<file path="config.mk">
export PLATFORM = sky130hd
export DESIGN_NAME = seven_seg_scanner
export DESIGN_NICKNAME = d
export VERILOG_FILES = /design/src/rtl/seven_seg_pkg.sv /design/src/rtl/hex_to_seven_seg.sv /design/src/rtl/seven_seg_scanner.sv
export SDC_FILE = /design/constraint.sdc
export NUM_CORES = 1
export LEC_CHECK = 0
export ABC_AREA = 1
export CORE_ASPECT_RATIO = 2
export CORE_MARGIN = 1.5
export CORE_UTILIZATION = 57
export CTS_CLUSTER_DIAMETER = 40
export DETAILED_ROUTE_END_ITERATION = 16
export PLACE_DENSITY = 0.85
export SYNTH_ARGS = -nofsm -noshare
export SYNTH_HDL_FRONTEND = slang
export SYNTH_SLANG_ARGS = --single-unit
</file>
<file path="constraint.sdc">
create_clock -name clock -period 3.55 [get_ports clock]
set_input_delay 0.5325 -clock clock [delete_from_list [all_inputs] [get_ports clock]]
set_output_delay 0.5325 -clock clock [all_outputs]
set_load 0.01 [all_outputs]
</file>
<file path="src/rtl/seven_seg_pkg.sv">
// rtl/seven_seg_pkg.sv - shared constants for the seven-segment scanner
package seven_seg_pkg;

   // Default number of multiplexed digits and the widest supported display
   localparam int DEFAULT_NUM_DIGITS = 4;
   localparam int MAX_NUM_DIGITS     = 8;

   // Scan state: values 0..MAX_NUM_DIGITS-1 are DIGIT_k, ST_BLANK is the post-reset dark state
   typedef logic [3:0] state_t;
   localparam state_t ST_BLANK = 4'd8;

   // Active-high segment patterns {g,f,e,d,c,b,a}, indexed by nibble value (entry 0 rightmost)
   localparam logic [15:0][6:0] SEG_TABLE = {
      7'h71, 7'h79, 7'h5E, 7'h39, 7'h7C, 7'h77, 7'h6F, 7'h7F,
      7'h07, 7'h7D, 7'h6D, 7'h66, 7'h4F, 7'h5B, 7'h06, 7'h3F
   };

   // Encoding of DIGIT_k
   function automatic state_t digit_state(input int k);
      return state_t'(k);
   endfunction

endpackage

</file>
<file path="src/rtl/hex_to_seven_seg.sv">
// rtl/hex_to_seven_seg.sv - combinational nibble to active-high segment decode
module hex_to_seven_seg
   import seven_seg_pkg::*;
(
   input  logic [3:0] nibble_i,
   output logic [6:0] seg_o
);

   // Table lookup of the segment pattern for one hex digit
   always_comb begin
      seg_o = SEG_TABLE[nibble_i];
   end

endmodule

</file>
<file path="src/rtl/seven_seg_scanner.sv">
// rtl/seven_seg_scanner.sv - multiplexed seven-segment scanner; SEVEN_SEG_BLANK_EN enables leading-zero blanking
module seven_seg_scanner
   import seven_seg_pkg::*;
#(
   parameter int NUM_DIGITS = DEFAULT_NUM_DIGITS,
   parameter bit ACTIVE_LOW = 1'b1
)
(
   input  logic                    clock,
   input  logic                    reset,
   input  logic                    scan_clock,
   input  logic                    enable,
   input  logic [4*NUM_DIGITS-1:0] value,
   input  logic [NUM_DIGITS-1:0]   dp,
   output logic [NUM_DIGITS-1:0]   anode,
   output logic [6:0]              seg,
   output logic                    seg_dp
);

   localparam state_t LAST_DIGIT = digit_state(NUM_DIGITS - 1);

   // Pin levels meaning "inactive" after polarity is applied
   localparam logic [NUM_DIGITS-1:0] ANODE_OFF = {NUM_DIGITS{ACTIVE_LOW}};
   localparam logic [6:0]            SEG_OFF   = {7{ACTIVE_LOW}};

   logic                    sync1_q, sync2_q, sync3_q;
   logic [1:0]              settle_q;
   logic                    armed_q;
   logic                    scan_edge;

   state_t                  state_q, state_d;
   logic [4*NUM_DIGITS-1:0] snap_value_q, snap_value_d;
   logic [NUM_DIGITS-1:0]   snap_dp_q, snap_dp_d;
   logic                    load_snap;

   logic [NUM_DIGITS-1:0]   blank_mask;
   logic [3:0]              nibble_d;
   logic [6:0]              seg_dec;
   logic                    dp_bit_d;
   logic                    lit_d;
   logic [NUM_DIGITS-1:0]   anode_hi_d;
   logic [6:0]              seg_hi_d;
   logic                    seg_dp_hi_d;

   logic [NUM_DIGITS-1:0]   anode_q;
   logic [6:0]              seg_q;
   logic                    seg_dp_q;

   // Two-flop synchronizer plus a history flop for rising-edge detection
   always_ff @(posedge clock or posedge reset) begin
      if (reset) begin
         sync1_q <= 1'b0;
         sync2_q <= 1'b0;
         sync3_q <= 1'b0;
      end else begin
         sync1_q <= scan_clock;
         sync2_q <= sync1_q;
         sync3_q <= sync2_q;
      end
   end

   // Edge detection is armed only once the synchronized scan_clock has been seen low after
   // reset, so a level already high at release is not mistaken for a rising edge
   always_ff @(posedge clock or posedge reset) begin
      if (reset) begin
         settle_q <= 2'b00;
         armed_q  <= 1'b0;
      end else begin
         settle_q <= {settle_q[0], 1'b1};
         armed_q  <= armed_q | (settle_q[1] & ~sync2_q);
      end
   end

   assign scan_edge = armed_q & sync2_q & ~sync3_q;

   // State and frame-snapshot registers
   always_ff @(posedge clock or posedge reset) begin
      if (reset) begin
         state_q      <= ST_BLANK;
         snap_value_q <= '0;
         snap_dp_q    <= '0;
      end else begin
         state_q      <= state_d;
         snap_value_q <= snap_value_d;
         snap_dp_q    <= snap_dp_d;
      end
   end

   // Next state: advance one digit per scan edge, wrapping to DIGIT_0 and snapshotting on entry
   always_comb begin
      state_d      = state_q;
      load_snap    = 1'b0;
      if (scan_edge) begin
         if (state_q == ST_BLANK || state_q == LAST_DIGIT) begin
            state_d   = digit_state(0);
            load_snap = 1'b1;
         end else begin
            state_d   = state_q + 4'd1;
         end
      end
      snap_value_d = load_snap ? value : snap_value_q;
      snap_dp_d    = load_snap ? dp    : snap_dp_q;
   end

`ifdef SEVEN_SEG_BLANK_EN
   // A digit is dark when it and every more-significant nibble is zero, unless it is digit 0 or has its dp set
   always_comb begin
      blank_mask = '0;
      for (int k = 1; k < NUM_DIGITS; k++) begin
         blank_mask[k] = ~snap_dp_d[k] && ((snap_value_d >> (4 * k)) == '0);
      end
   end
`else
   // Every digit is displayed, leading zeros included
   always_comb begin
      blank_mask = '0;
   end
`endif

   // Output decode from the next state so pins change on the same edge the state does
   always_comb begin
      nibble_d   = 4'h0;
      dp_bit_d   = 1'b0;
      lit_d      = 1'b0;
      anode_hi_d = '0;
      for (int k = 0; k < NUM_DIGITS; k++) begin
         if (state_d == digit_state(k)) begin
            nibble_d      = snap_value_d[4*k +: 4];
            dp_bit_d      = snap_dp_d[k];
            lit_d         = enable & ~blank_mask[k];
            anode_hi_d[k] = enable & ~blank_mask[k];
         end
      end
   end

   hex_to_seven_seg u_decode (
      .nibble_i (nibble_d),
      .seg_o    (seg_dec)
   );

   // Gate the decoded segments and decimal point with the lit condition
   always_comb begin
      seg_hi_d    = lit_d ? seg_dec : 7'h00;
      seg_dp_hi_d = lit_d & dp_bit_d;
   end

   // Pin registers hold pin-level values; polarity is applied after the active-high logic
   always_ff @(posedge clock or posedge reset) begin
      if (reset) begin
         anode_q  <= ANODE_OFF;
         seg_q    <= SEG_OFF;
         seg_dp_q <= ACTIVE_LOW;
      end else begin
         anode_q  <= anode_hi_d ^ ANODE_OFF;
         seg_q    <= seg_hi_d ^ SEG_OFF;
         seg_dp_q <= seg_dp_hi_d ^ ACTIVE_LOW;
      end
   end

   assign anode  = anode_q;
   assign seg    = seg_q;
   assign seg_dp = seg_dp_q;

endmodule
</file>
### After elaboration in Yosys (flattened, before gate mapping)

Memory sizes are Yosys's and may differ from the RTL's.
Cells that the tools add are included.

| storage, ports and cells | value |
|---|---|
| register bits | 42 |
| output and inout bits | 12 |
| bits of input ports | 24 |
| memories | 1 |
| word-level logic and storage cells | 54 |
| memory bits (writable) | 0 |
| bits in latches | 0 |
| bits in read-only memories | 112 |

| operators by class | value |
|---|---|
| equality and inequality tests | 5 |
| bitwise logic cells | 10 |
| $mul | 0 |
| shift-type cells | 0 |
| add/sub/neg operators | 1 |
| divide/modulo/power cells | 0 |
| magnitude comparators | 1 |
| reduce and logical (&&, ||, !) cells | 2 |
| mux-type cells | 23 |

Memories:

| memory | words | bits a word | rd ports | clocked after memory_dff | wr ports | RTL line | RTL |
|---|---|---|---|---|---|---|---|
| (name not given) | 16 | 7 | 1 | 0 | 0 | hex_to_seven_seg.sv:11 | `seg_o = SEG_TABLE[nibble_i];` |

Operators with widths:

| operator | count |
|---|---|
| $mux W4 | 7 |
| $mux W16 | 1 |
| $mux W7 | 2 |
| $mux W1 | 13 |
| $eq A4 B2 Y1 const B | 3 |
| $not A7 Y7 | 1 |
| $lt A4 B5 Y1 const B | 1 |
| $add A4 B1 Y4 const B | 1 |
| $and A1 B1 Y1 | 4 |
| $eq A4 B1 Y1 const B | 1 |
| $eq A4 B4 Y1 const B | 1 |
| $logic_not A4 Y1 | 1 |
| $not A4 Y4 | 1 |
| $not A1 Y1 | 3 |
| $logic_or A1 B1 Y1 | 1 |
| $or A1 B1 Y1 | 1 |

### Depth between registers and ports, before layout

| logic depth | value |
|---|---|
| word-level depth | 13 |
| gate-level depth with buffers | 18 |
| mapped depth without buffers | 17 |

### Hierarchy

Synthesis repeated with hierarchy kept, for this count alone.

| unflattened totals | value |
|---|---|
| cells, all modules | 252 |
| area total of the unflattened synthesis | 2100.8 µm² |

Modules (own cells, without submodules):

| module | cells each | sequential area each (µm²) | area an instance (µm²) | times used |
|---|---|---|---|---|
| seven_seg_scanner | 200 | 1067.3 | 1830.5 | 1 |
| hex_to_seven_seg | 52 | 0.0 | 270.3 | 1 |

### Worst setup path before layout

No wires, ideal clock.

| timing path | value |
|---|---|
| path type | register to register |
| from | register state_q[0] |
| to | register seg_q[3], in the netlist seg[3] |
| period minus slack after synthesis | 2250 ps |
| data required time | 3486 ps |
| setup time | 64 ps |
| path buffers | 1 |
| stages on the path, launching flop included | 19 |
| slack | 1300 ps |
| arrival | 2186 ps |
| cell sequence | dfrtp_1 -> inv_1 -> ha_1 -> nand3_1 -> nand2_2 -> nand2_4 -> nand3_2 -> nand2_2 -> inv_2 -> buf_6 -> nand3_1 -> nand4_1 -> inv_2 -> ha_1 -> inv_1 -> nand2_1 -> nand2_1 -> nand2_1 -> nand3_1 |

| between the ends | value |
|---|---|
| cells in the longest elaborated chain, start to end | 13 |
| elaborated cells on any way between the ends | 25 |
| those cells by class | add/sub: 1; eq/ne: 5; mux: 15; bitwise: 1; reduce/logical: 2; memory: 1 |

Ends and longest elaborated chain:

| element | RTL line | RTL |
|---|---|---|
| from (decl) | seven_seg_scanner.sv:31 | `state_t state_q, state_d;` |
| from (signal assigned) | seven_seg_scanner.sv:83 | `state_q <= state_d;` |
| branches (longest 11 deep; another with $mem_v2 Z16 W7) | -- |  |
| $mux W7 (*) | seven_seg_scanner.sv:143 | `seg_hi_d = lit_d ? seg_dec : 7'h00;` |
| $not A7 Y7 (no source line) (*) | -- |  |
| to (signal assigned) | seven_seg_scanner.sv:155 | `seg_q <= seg_hi_d ^ SEG_OFF;` |
| to (decl) | seven_seg_scanner.sv:46 | `logic [6:0] seg_q;` |

Every way passes the cells marked *. The select of a mux whose other input is x is not followed.

### Worst setup path in the final report

| timing path | value |
|---|---|
| from | register state_q[0] |
| to | register seg_q[5], in the netlist seg[5] |

Same word-level chain as after synthesis.

==> flow_results.org <==
** Status
- Outcome :: finished clean

** Setup path
- Sequence of cells on the critical path :: inv_1 -> ha_1 -> nand3_1 -> nand2_2 -> nand2_4 -> nand3_2 -> nand2_2 -> inv_2 -> nand2_1 -> nor2_1 -> nor2_4 -> inv_1 -> ha_1 -> nand2_2 -> o21ai_0 -> nand2_1 -> nand2_1
- Counting buffers and inverters, the worst setup path is 17 cells deep.
- Worst setup path endpoint :: seg[5]
- On the worst path, the slowest cell contributes a delay of 400 ps.
- Critical path fanouts, max :: 28
- STA classifies the critical path startpoint as a flop.
- Element type at the critical path end :: flop
- Critical Setup Path Class :: reg2reg
- In this run the critical register-to-register path is captured at seg[5].
- Reg-to-Reg Start :: state_q[0]
- Worst path top cell family by delay :: simple AND/OR/NAND/NOR gates
- The number of buffers and inverters on the critical path is 3.
- At the worst endpoint, the required time is 3770 ps.
- Highest-delay cell along the critical path :: dfrtp_1
- Source of the critical timing path :: state_q[0]
- For the worst flop-to-flop path, the logic depth is 17.
- Reg-to-reg slack, setup :: 620 ps
- Arrival time of the worst setup path :: 3150 ps

** Route
- DRC Markers :: 0
- In this run, the number of DRC markers left after iteration 0 of detailed routing was 55.
- Post-detailed-route via-to-cell ratio :: 5.14
- Wires add up to 4700 um.
- Once detail routing completed, the nets flagged for antenna violations numbered 0.
- The first detailed-routing pass took 6 iterations.
- Post-DR wirelength/cell :: 13.8 um
- Summing over every cut layer, the via total after detailed routing is 1754.

** Logic synthesis
- Synthesized-area fraction occupied by xor and xnor cells :: 0
- Synthesized net count :: 285
- Main combinational cell family by area after synthesis :: simple AND/OR/NAND/NOR gates
- The mapped netlist covers 2200 um^2.
- Portion of netlist area occupied by mux cells :: 0.0153
- Seq/Total Area, Yosys :: 0.484
- Number of synthesized register bits :: 42
- Of the total synthesized cell area, the portion taken by full adders, half adders and majority gates is 0.0454.
- Simple-gate share of the synthesized area :: 0.339
- The complex-gate fraction of the synthesized area is 0.0465.
- Synthesized area per cell :: 8.71 um^2
- Distinct cell type count after synthesis :: 29
- Post-Synthesis Cells :: 253
- Synthesis warning total :: 0

** Timing
- Setup violations remaining at the end of the flow were counted as 0.
- The number of hold violations in the final report came to 0.
- Fin crit share :: 0.826
- Worst Max-Slew Pin Slew :: 502 ps
- Adding up every negative setup slack in the final design gives 0 ps.
- Worst-case headroom to the max-slew limit :: 0.666
- Between clock sinks in the finished design, the worst skew comes to 7.31 ps.
- Setup repair after global routing missed its margin :: false
- Shortest period the worst path allows :: 2930 ps
- The count of pins over their slew limit is 0.
- Maximum clock frequency :: 341 MHz

** CTS
- Clock H-tree levels :: 2
- For this design, the CTS-stage hold fixing added 0 buffers.
- Clock-pin slew was measured on the worst setup and hold paths at 80 ps.
- Root buf cell :: clkbuf_8
- TritonCTS clock tree :: done
- Post CTS Setup Buffer Count :: 0
- Buffers inserted during clock tree synthesis total 5.
- CTS saw 42 sinks.
- Buffer levels on the longest clock path :: 2
- Resized Gates After CTS :: 0
- Clock latency on the worst-skew pair, taken at its later pin, is 290 ps.

** Pwr
- Maximum vdd drop :: 0.651 mV
- Leakage Power :: 1.31 nW
- Power spread over the standard cell area amounts to 863 nW/um^2.

** GRT
- The first global-routing pass estimated 7610 um of wire.
- Total Routing Usage GR :: 0.249
- Vias in the first global route :: 1765
- Maximum number of pins on one net before global-route repair :: 43
- Antenna violations before repair :: 0
- GR Overflow Total :: 0

** Floorplan
- The floorplan step set the die width to 47.0 um.
- IO Pins :: 36
- Number of cell rows :: 31
- Y dimension of the die :: 91.0 um
- CORE AREA :: 3650 um^2
- Area of the die :: 4270 um^2
- Initial core utilization :: 0.605

** Cells and area
- Measured on the finished design, the core utilization comes to 0.733.
- Top library cells by usage in the layout, fill and taps aside :: nand2_1, clkdlybuf4s50_1, nand3_1, dfrtp_1, inv_1
- Filler cell count :: 310
- Compared with the post-synthesis result, the final layout area differs by 21.2%.
- Number of antenna repair diodes :: 0
- Commonest non-fill, non-tap cell in the layout :: nand2_1
- The net count of the finished layout is 323.
- Of the cells placed in the final design, the portion with a size suffix greater than 1 is 0.202.
- Area of the multi-input gates :: 987 um^2
- FF/Latch Area :: 1070 um^2
- The finished cells cover 2670 um^2.

** Placed design
- At the end of routability-driven placement, the weighted congestion stood at 0.980.
- Port buffer count :: 35
- Standard cell area after detailed placement :: 2590 um^2
- Once detailed placement completed, the half-perimeter wirelength came to 3690 um.

** Job
- Reported max-cap violation count :: 0

** Min path
- Tightest Hold Check Type :: reg2reg
- The startpoint identified for the worst hold timing path is sync1_q.
## stage by stage
step	cells	hold slack (ps)	setup WS, ps	total power, mW
floorplan	253	331	1300	1.69
global placement	333	333	760	1.98
detailed placement	333	338	658	2.02
CTS	341	356	622	2.32
global route	341	371	373	2.50
finish	341	353	618	2.31
## worst min path at each step
stage	endpoint	depth (start not counted)
after global placement	settle_q[1]	0
after detailed placement	sync2_q	0
after floorplan	settle_q[1]	0
after CTS	sync2_q	0
final	sync2_q	0
after global routing	sync2_q	0
## logic make-up after synthesis
group | after synthesis
AOI/OAI and AO/OA | 13
adders and majority gates | 8
muxes | 3
and+or+nand+nor | 151
DFF | 42
other | 1
buffers and inverters | 35
## state kept, by name, indices dropped and copies added (netlist names), 2 cells and up
| signal | flops |
|---|---|
| anode | 4 |
| seg | 7 |
| settle_q | 2 |
| snap_dp_q | 4 |
| snap_value_q | 16 |
| state_q | 4 |
## where the power goes
group / leakage [nW] / internal [mW] / switching [mW] / total [mW]
combinational: 0.793 / 0.444 / 0.819 / 1.26
clock: 0.0450 / 0.136 / 0.149 / 0.285
sequential: 0.475 / 0.691 / 0.0659 / 0.757
total: 1.31 / 1.27 / 1.03 / 2.31
## cell usage after synthesis
library cell	n	area (um^2)
a21oi_1	1	5.00
a21oi_2	2	17.5
a31oi_1	1	6.26
buf_2	3	15.0
buf_6	2	22.5
clkbuf_1	1	3.75
conb_1	1	3.75
dfrtp_1	29	726
dfstp_2	13	342
ha_1	8	100
inv_1	24	90.1
inv_2	5	18.8
mux2_2	3	33.8
nand2_1	76	285
nand2_2	9	56.3
nand2_4	2	22.5
nand3_1	32	160
nand3_2	4	40.0
nand3_4	1	17.5
nand4_1	4	25.0
nand4_2	1	12.5
nor2_1	14	52.6
nor2_2	3	18.8
nor2_4	5	56.3
o21ai_0	5	25.0
o21ai_1	1	5.00
o21ai_4	1	16.3
o21bai_1	1	7.51
o22ai_4	1	20.0
## cell type report
cell class | count | area share
clock inverters | 2 | 0.00375
well taps | 49 | 0.0229
multi-input cells | 176 | 0.369
inverters | 29 | 0.0407
clock buffers | 6 | 0.0272
repair buffers | 37 | 0.137
flip-flops and latches | 42 | 0.399
## per-layer routing
| layer | GRT usage | up-vias | share of wire |
|---|---|---|---|
| met5 | 0 | - | 0 |
| met4 | 0.113 | 0 | 0.030 |
| met3 | 0.0457 | 13 | 0.034 |
| met2 | 0.453 | 51 | 0.59 |
| met1 | 0.248 | 823 | 0.35 |
| li1 | - | 867 | - |
No activity file was read; power rests on OpenSTA's default activity.
